`src/rtl/trace_retire_if.sv`:
```
// Retirement-in / trace-out bundle of the retire buffer.
// master: pipeline + tracer side, slave: the buffer itself.
interface trace_retire_if #(
    parameter int CNT_W = 16
);
    logic             trace_en;
    logic             ret_valid;
    logic [31:0]      ret_pc;
    logic [31:0]      ret_insn;
    logic [4:0]       ret_rd_addr;
    logic [31:0]      ret_rd_wdata;
    logic             trc_valid;
    logic             trc_ready;
    logic [31:0]      trc_pc;
    logic [31:0]      trc_insn;
    logic [4:0]       trc_rd_addr;
    logic [31:0]      trc_rd_wdata;
    logic [31:0]      trc_cycle;
    logic [2:0]       trc_class;
    logic [63:0]      instret;
    logic [CNT_W-1:0] drop_cnt;
    logic             overflow;

    modport master (
        output trace_en, ret_valid, ret_pc, ret_insn, ret_rd_addr, ret_rd_wdata, trc_ready,
        input  trc_valid, trc_pc, trc_insn, trc_rd_addr, trc_rd_wdata, trc_cycle, trc_class,
               instret, drop_cnt, overflow
    );

    modport slave (
        input  trace_en, ret_valid, ret_pc, ret_insn, ret_rd_addr, ret_rd_wdata, trc_ready,
        output trc_valid, trc_pc, trc_insn, trc_rd_addr, trc_rd_wdata, trc_cycle, trc_class,
               instret, drop_cnt, overflow
    );
endinterface

```
`src/rtl/trace_retire_buffer.sv`:
```
// Retirement capture FIFO feeding the instruction tracer.
// Stamps each retirement with a free-running cycle count, classifies the
// opcode, and buffers it; a full FIFO drops and counts rather than stalling.
// The head entry lives in dedicated output registers so the tracer sees
// registered data (first-word fall-through, one cycle after push-to-empty).
module trace_retire_buffer #(
    parameter int DEPTH = 8,
    parameter int CNT_W = 16
) (
    input logic          clk,
    input logic          rst,
    trace_retire_if.slave bus
);
    localparam int PTR_W = $clog2(DEPTH);
    localparam logic [PTR_W:0] FULL = (PTR_W+1)'(DEPTH);

    typedef struct packed {
        logic [31:0] pc;
        logic [31:0] insn;
        logic [4:0]  rd_addr;
        logic [31:0] rd_wdata;
        logic [31:0] cycle;
        logic [2:0]  cls;
    } entry_t;

    localparam logic [2:0] CLS_ALU    = 3'd0;
    localparam logic [2:0] CLS_BRANCH = 3'd1;
    localparam logic [2:0] CLS_JUMP   = 3'd2;
    localparam logic [2:0] CLS_LOAD   = 3'd3;
    localparam logic [2:0] CLS_STORE  = 3'd4;
    localparam logic [2:0] CLS_SYSTEM = 3'd5;
    localparam logic [2:0] CLS_UNK    = 3'd7;

    entry_t           mem [DEPTH];
    entry_t           head;
    entry_t           new_e;
    logic             head_vld;
    logic [PTR_W-1:0] wr_ptr, rd_ptr, rd_ptr_n;
    logic [PTR_W:0]   count, count_n;
    logic [31:0]      cyc;
    logic [63:0]      instret;
    logic [CNT_W-1:0] drop_cnt;
    logic             overflow;
    logic             push, pop, drop;

    // RV32 opcode classifier: opcode plus funct3 wildcard match, exact
    // match for the fixed-encoding privileged instructions.
    function automatic logic [2:0] classify(input logic [31:0] insn);
        logic [6:0] op;
        logic [2:0] f3;
        logic [2:0] c;
        op = insn[6:0];
        f3 = insn[14:12];
        c  = CLS_UNK;
        case (op)
            7'b0110111, 7'b0010111, 7'b0110011, 7'b0010011: c = CLS_ALU;
            7'b1100011: if (f3 != 3'b010 && f3 != 3'b011) c = CLS_BRANCH;
            7'b1101111: c = CLS_JUMP;
            7'b1100111: if (f3 == 3'b000) c = CLS_JUMP;
            7'b0000011: if (f3 inside {3'b000, 3'b001, 3'b010, 3'b100, 3'b101}) c = CLS_LOAD;
            7'b0100011: if (f3 inside {3'b000, 3'b001, 3'b010}) c = CLS_STORE;
            7'b0001111: if (f3 inside {3'b000, 3'b001}) c = CLS_SYSTEM;
            7'b1110011: begin
                if (f3 == 3'b000) begin
                    if (insn inside {32'h00000073, 32'h00100073, 32'h30200073, 32'h10500073})
                        c = CLS_SYSTEM;
                end else if (f3 != 3'b100) begin
                    c = CLS_SYSTEM;
                end
            end
            default: c = CLS_UNK;
        endcase
        return c;
    endfunction

    // Handshake decode and next-state pointers/occupancy.
    always_comb begin
        pop      = head_vld && bus.trc_ready;
        push     = bus.ret_valid && bus.trace_en && (count != FULL || pop);
        drop     = bus.ret_valid && bus.trace_en && count == FULL && !pop;
        rd_ptr_n = rd_ptr + {{(PTR_W-1){1'b0}}, pop};
        count_n  = count + {{PTR_W{1'b0}}, push} - {{PTR_W{1'b0}}, pop};
    end

    // Entry assembled from the WB-stage retirement.
    always_comb begin
        new_e          = '0;
        new_e.pc       = bus.ret_pc;
        new_e.insn     = bus.ret_insn;
        new_e.rd_addr  = bus.ret_rd_addr;
        new_e.rd_wdata = (bus.ret_rd_addr == 5'd0) ? 32'd0 : bus.ret_rd_wdata;
        new_e.cycle    = cyc;
        new_e.cls      = classify(bus.ret_insn);
    end

    // Free-running cycle stamp, retired-instruction count and drop stats.
    always_ff @(posedge clk or posedge rst) begin
        if (rst) begin
            cyc      <= '0;
            instret  <= '0;
            drop_cnt <= '0;
            overflow <= 1'b0;
        end else begin
            cyc <= cyc + 32'd1;
            if (bus.ret_valid) instret <= instret + 64'd1;
            if (drop) begin
                overflow <= 1'b1;
                if (drop_cnt != '1) drop_cnt <= drop_cnt + 1'b1;
            end
        end
    end

    // FIFO pointers and occupancy.
    always_ff @(posedge clk or posedge rst) begin
        if (rst) begin
            wr_ptr <= '0;
            rd_ptr <= '0;
            count  <= '0;
        end else begin
            if (push) wr_ptr <= wr_ptr + {{(PTR_W-1){1'b0}}, 1'b1};
            rd_ptr <= rd_ptr_n;
            count  <= count_n;
        end
    end

    // Storage array; contents are don't-care until written, so no reset.
    always_ff @(posedge clk) begin
        if (push) mem[wr_ptr] <= new_e;
    end

    // Head register: reloads only when the head changes (pop, or first
    // entry into an empty FIFO) so data stays stable under back-pressure.
    // A push landing in the new head slot is bypassed from the input.
    always_ff @(posedge clk or posedge rst) begin
        if (rst) begin
            head     <= '0;
            head_vld <= 1'b0;
        end else begin
            head_vld <= (count_n != '0);
            if (count_n != '0 && (pop || count == '0))
                head <= (push && wr_ptr == rd_ptr_n) ? new_e : mem[rd_ptr_n];
        end
    end

    assign bus.trc_valid    = head_vld;
    assign bus.trc_pc       = head.pc;
    assign bus.trc_insn     = head.insn;
    assign bus.trc_rd_addr  = head.rd_addr;
    assign bus.trc_rd_wdata = head.rd_wdata;
    assign bus.trc_cycle    = head.cycle;
    assign bus.trc_class    = head.cls;
    assign bus.instret      = instret;
    assign bus.drop_cnt     = drop_cnt;
    assign bus.overflow     = overflow;
endmodule

```
`src/flat_wrapper.sv`:
```
// flat-port wrapper written by rule: the top's interface ports become plain ports
module trace_retire_buffer_flat 
#(
    parameter int DEPTH = 8,
    parameter int CNT_W = 16
)
  (clk, rst, bus_trace_en, bus_ret_valid, bus_ret_pc, bus_ret_insn, bus_ret_rd_addr, bus_ret_rd_wdata, bus_trc_ready, bus_trc_valid, bus_trc_pc, bus_trc_insn, bus_trc_rd_addr, bus_trc_rd_wdata, bus_trc_cycle, bus_trc_class, bus_instret, bus_drop_cnt, bus_overflow);
  trace_retire_if #(.CNT_W(CNT_W)) bus_i ();
  input logic clk;
  input logic rst;
  input wire logic [$bits(bus_i.trace_en)-1:0] bus_trace_en;
  input wire logic [$bits(bus_i.ret_valid)-1:0] bus_ret_valid;
  input wire logic [$bits(bus_i.ret_pc)-1:0] bus_ret_pc;
  input wire logic [$bits(bus_i.ret_insn)-1:0] bus_ret_insn;
  input wire logic [$bits(bus_i.ret_rd_addr)-1:0] bus_ret_rd_addr;
  input wire logic [$bits(bus_i.ret_rd_wdata)-1:0] bus_ret_rd_wdata;
  input wire logic [$bits(bus_i.trc_ready)-1:0] bus_trc_ready;
  output wire logic [$bits(bus_i.trc_valid)-1:0] bus_trc_valid;
  output wire logic [$bits(bus_i.trc_pc)-1:0] bus_trc_pc;
  output wire logic [$bits(bus_i.trc_insn)-1:0] bus_trc_insn;
  output wire logic [$bits(bus_i.trc_rd_addr)-1:0] bus_trc_rd_addr;
  output wire logic [$bits(bus_i.trc_rd_wdata)-1:0] bus_trc_rd_wdata;
  output wire logic [$bits(bus_i.trc_cycle)-1:0] bus_trc_cycle;
  output wire logic [$bits(bus_i.trc_class)-1:0] bus_trc_class;
  output wire logic [$bits(bus_i.instret)-1:0] bus_instret;
  output wire logic [$bits(bus_i.drop_cnt)-1:0] bus_drop_cnt;
  output wire logic [$bits(bus_i.overflow)-1:0] bus_overflow;
  assign bus_i.trace_en = bus_trace_en;
  assign bus_i.ret_valid = bus_ret_valid;
  assign bus_i.ret_pc = bus_ret_pc;
  assign bus_i.ret_insn = bus_ret_insn;
  assign bus_i.ret_rd_addr = bus_ret_rd_addr;
  assign bus_i.ret_rd_wdata = bus_ret_rd_wdata;
  assign bus_i.trc_ready = bus_trc_ready;
  assign bus_trc_valid = bus_i.trc_valid;
  assign bus_trc_pc = bus_i.trc_pc;
  assign bus_trc_insn = bus_i.trc_insn;
  assign bus_trc_rd_addr = bus_i.trc_rd_addr;
  assign bus_trc_rd_wdata = bus_i.trc_rd_wdata;
  assign bus_trc_cycle = bus_i.trc_cycle;
  assign bus_trc_class = bus_i.trc_class;
  assign bus_instret = bus_i.instret;
  assign bus_drop_cnt = bus_i.drop_cnt;
  assign bus_overflow = bus_i.overflow;
  trace_retire_buffer #(.DEPTH(DEPTH), .CNT_W(CNT_W)) u_core (.clk(clk), .rst(rst), .bus(bus_i));
endmodule
```
`config.mk`:
```
export PLATFORM = sky130hd
export DESIGN_NAME = trace_retire_buffer_flat
export DESIGN_NICKNAME = d
export VERILOG_FILES = /design/src/rtl/trace_retire_if.sv /design/src/rtl/trace_retire_buffer.sv /design/src/flat_wrapper.sv
export SDC_FILE = /design/constraint.sdc
export NUM_CORES = 2
export LEC_CHECK = 0
export ABC_AREA = 1
export CAP_MARGIN = 20
export CORE_MARGIN = 10
export CORE_UTILIZATION = 25
export CTS_CLUSTER_SIZE = 40
export DETAILED_ROUTE_END_ITERATION = 16
export GPL_ROUTABILITY_DRIVEN = 0
export PLACE_DENSITY = 0.39
export SLEW_MARGIN = 25
export SYNTH_ARGS = -nofsm -noshare
export SYNTH_HDL_FRONTEND = slang
export SYNTH_SLANG_ARGS = --single-unit
```
`constraint.sdc`:
```
create_clock -name clk -period 12.96 [get_ports clk]
set_clock_uncertainty 0.15 [all_clocks]
set_input_delay 3.24 -clock clk [delete_from_list [all_inputs] [get_ports clk]]
set_output_delay 3.24 -clock clk [all_outputs]
set_load 0.1 [all_outputs]
```
==> flow_metrics.env <==
export IMPL_period_minus_slack_ns=7.50
export IMPL_status="complete, no violations"
export IMPL_dieHeight_um=496
export IMPL_wl_met3_um=8480
export IMPL_die_w_um=496
export IMPL_setup_worst_path_start_class="primary input"
export IMPL_ys_warnings_count=0
export IMPL_worstHoldPathType="register to register"
export IMPL_grt_start_max_net_pins=190
export IMPL_core_region_area_mm2=0.225
export IMPL_grt_use_total=0.141
export IMPL_synth_cell_types=42
export IMPL_netlist_instances=5043
export IMPL_synth_fp_nets=5162
export IMPL_ir_drop_mv=0.278
export IMPL_layout_drive_gt1_share=0.0555
export IMPL_crit_family="buffers and inverters"
export IMPL_port_buffers=323
export IMPL_worstPathArrival_ns=8.07
export IMPL_power_static_leakage_uw=0.0256
export IMPL_post_cts_sizing=0
export IMPL_cts_tree="yes"
export IMPL_crit_path_end_kind="register"
export IMPL_layout_nets=5421
export IMPL_holdBufCountCts=0
export IMPL_dr_max_layer_used="met5"
export IMPL_synth_sequential_area_ratio=0.693
export IMPL_area_sequential_mm2=0.0392
export IMPL_dpl_cell_count=8132
export IMPL_totalNegativeSetupSlack_ns=0
export IMPL_worst_slew_pin_slew_ns=1.07
export IMPL_cts_buffers_inserted=160
export IMPL_firstDrtPassIters=7
export IMPL_cellPowerDensity_mw_per_mm2=253
export IMPL_syn_area_per_cell_um2=11.2
export IMPL_final_util=0.301
export IMPL_worstPathMaxFanout=59
export IMPL_worstSkewPairLatency_ns=0.80
export IMPL_rows=174
export IMPL_synth_top_cell_area_share=0.578
export IMPL_setup_violations=0
export IMPL_post_cts_buffers=0
export IMPL_cts_max_path_buffers=3
export IMPL_max_freq_mhz=133
export IMPL_synth_top_cell_by_area="sky130_fd_sc_hd__edfxtp_1"
export IMPL_clock_sinks=1348
export IMPL_floorplan_die_area_mm2=0.246
export IMPL_routed_wirelength_um=177000
export IMPL_met2RoutedLength_um=81900
export IMPL_pre_cts_slack_ns=4.46
export IMPL_detail_route_wl_per_cell_um=20.9
export IMPL_ioPinCount=324
export IMPL_global_route_wire_length_before_repair_um=261000
export IMPL_cpMostUsedCell="sky130_fd_sc_hd__nand2_1"
export IMPL_crit_path_top_delay_cell="sky130_fd_sc_hd__buf_4"
export IMPL_syn_cell_area_mm2=0.0565
export IMPL_starting_density_of_the_core=0.251
export IMPL_dr_first_iter_drc_count=2057
export IMPL_antenna_violations_before_repair=11
export IMPL_hold_violations=0
export IMPL_area_delta_synth_final_pct=19.9
export IMPL_maxSlewViolCount=0
export IMPL_slew_headroom=0.286
export IMPL_register_bit_total_from_synthesis=1348
export IMPL_crit_path_cell_trace="clkdlybuf4s50_1 > nand2_1 > inv_1 > nand2_1 > inv_2 > ha_1 > inv_1 > fa_1 > inv_1 > nor3_2 > nand3_2 > nand2_8 > buf_4 > buf_4 > nand2_1 > nand2_1"
export IMPL_final_design_area_no_fill_mm2=0.0678
export IMPL_biggest_cell_delay_along_the_critical_path_ns=0.80
export IMPL_yosys_top_cells_area="sky130_fd_sc_hd__edfxtp_1 (58%), sky130_fd_sc_hd__nand2_1 (12%), sky130_fd_sc_hd__dfrtp_1 (12%)"
export IMPL_layoutNonFillerInstCount=8434
export IMPL_cap_viol_max_count=0
export IMPL_detailed_place_area_mm2=0.0628
export IMPL_residual_overflow_from_global_routing=0
export IMPL_final_critical_path_setup_slack_ns=5.46
export IMPL_residual_drc_count=0
export IMPL_met1_length_um=82700
export IMPL_multi_input_area_mm2=0.0152
export IMPL_period_share=0.579
export IMPL_detail_route_antenna_nets=0
export IMPL_route_vias_total=37200
export IMPL_worst_ep_required_time_ns=13.53
export IMPL_cts_htree_levels=4
export IMPL_dp_hpwl_um=92700
export IMPL_cp_num_buf_inv=7
export IMPL_clk_root_buffer_cell="sky130_fd_sc_hd__clkbuf_16"
export IMPL_rsz0062_at_grt="no"
export IMPL_fillerInstances=23100
export IMPL_routed_via_density=4.41
export IMPL_worst_setup_path_type="primary input to register"
export IMPL_grt_pass1_vias=38000
export IMPL_clkSlewWorstSetupHoldPaths_ns=0.06
[cell usage after synthesis, drive strengths merged]
cell / number
nand2: 1754
edfxtp: 1088
o211ai: 369
nor2: 352
dfrtp: 260
o21ai: 222
inv: 210
buf: 159
clkbuf: 114
a21oi: 106
a21boi: 100
xor2: 74
nand3: 60
nor3: 41
clkinv: 38
xnor2: 33
nand4: 29
ha: 12
nor4: 9
or2: 4
and2: 2
nand3b: 2
o22ai: 2
a31oi: 1
and3: 1
fa: 1
[cell families (layout without fill, tap and decap cells)]
logic type	after synthesis	count (layout)	share of synthesized area
xor gates and xnor gates	107	107	0.0166
adders and majority gates	13	13	0.00301
DFF	1348	1348	0.693
buffers and inverters	521	915	0.0404
AOI/OAI and AO/OA	800	800	0.0923
and+or+nand+nor	2254	2254	0.155
other	0	5	0
[path summary, 6_finish.rpt]
| check | slack, ns | from | endpoint | cells past startpoint |
|---|---|---|---|---|
| setup / recovery | 5.46 | bus_ret_valid | u_core.bus.trc_cycle[21]$_DFFE_PP0P_ | 16 |
| hold / removal | 0.32 | u_core.bus.overflow$_DFFE_PP0P_ | u_core.bus.overflow$_DFFE_PP0P_ | 1 |
| setup reg to reg | 8.08 | u_core.bus.trc_valid$_DFF_PP0_ | u_core.bus.trc_cycle[22]$_DFFE_PP0P_ | 11 |
| hold reg to reg | 0.32 | u_core.bus.overflow$_DFFE_PP0P_ | u_core.bus.overflow$_DFFE_PP0P_ | 1 |
| max in group asynchronous | 7.95 | rst | u_core.bus.trc_rd_wdata[16]$_DFFE_PP0P_ | 4 |
| min in group asynchronous | 2.73 | rst | u_core.bus.instret[62]$_DFFE_PP0P_ | 2 |
[metrics by stage]
step,power [uW],hold WS (ns)
finish,17100,0.319
global route,18300,0.337
CTS,17500,0.329
detailed placement,13000,0.313
global placement,13100,0.306
floorplan,10800,0.322
[registers in the layout (all words and copies together), names as in the netlist]
signal / flops
u_core.bus.overflow: 1
u_core.rd_ptr: 3
u_core.bus.trc_pc: 32
u_core.bus.trc_rd_wdata: 32
u_core.bus.instret: 64
u_core.mem: 1088
u_core.bus.trc_rd_addr: 5
u_core.bus.trc_cycle: 32
u_core.bus.drop_cnt: 16
u_core.bus.trc_class: 3
u_core.cyc: 32
u_core.wr_ptr: 3
u_core.bus.trc_valid: 1
u_core.count: 4
u_core.bus.trc_insn: 32
[cells in the final DEF (no fill, tap or decap), types with 33 or more instances in the layout]
| master | instances |
|---|---|
| sky130_fd_sc_hd__nor3_1 | 39 |
| sky130_fd_sc_hd__xor2_1 | 74 |
| sky130_fd_sc_hd__a21oi_1 | 106 |
| sky130_fd_sc_hd__clkdlybuf4s50_1 | 313 |
| sky130_fd_sc_hd__clkinv_1 | 59 |
| sky130_fd_sc_hd__o21ai_1 | 57 |
| sky130_fd_sc_hd__a21boi_1 | 46 |
| sky130_fd_sc_hd__nor2_1 | 342 |
| sky130_fd_sc_hd__o211ai_1 | 362 |
| sky130_fd_sc_hd__xnor2_1 | 33 |
| sky130_fd_sc_hd__buf_4 | 33 |
| sky130_fd_sc_hd__dfrtp_1 | 260 |
| sky130_fd_sc_hd__inv_1 | 204 |
| sky130_fd_sc_hd__clkbuf_1 | 68 |
| sky130_fd_sc_hd__a21boi_0 | 54 |
| sky130_fd_sc_hd__clkbuf_16 | 165 |
| sky130_fd_sc_hd__o21ai_0 | 165 |
| sky130_fd_sc_hd__edfxtp_1 | 1088 |
| sky130_fd_sc_hd__nand3_1 | 59 |
| sky130_fd_sc_hd__nand2_1 | 1749 |
[per-layer routing]
metal / GRT usage / up-vias
met3: 0.0283 / 226
met1: 0.191 / 18400
li1: - / 17900
met4: 0.0336 / 4
met2: 0.231 / 725
met5: 0 / -
[power by group]
part	switching, uW	internal [uW]
Clock	1830	2520
Sequential	282	5180
Combinational	5460	1840
[final cells by class]
class                   count  share of cell area
clock buffers             245              0.0671
repair buffers            370              0.0545
well taps                2992              0.0552
flip-flops and latches   1348               0.578
diodes                      5            0.000185
clock inverters            52             0.00674
multi-input cells        3174               0.224
inverters                 248              0.0141
Power figures use the tool's default switching activity.
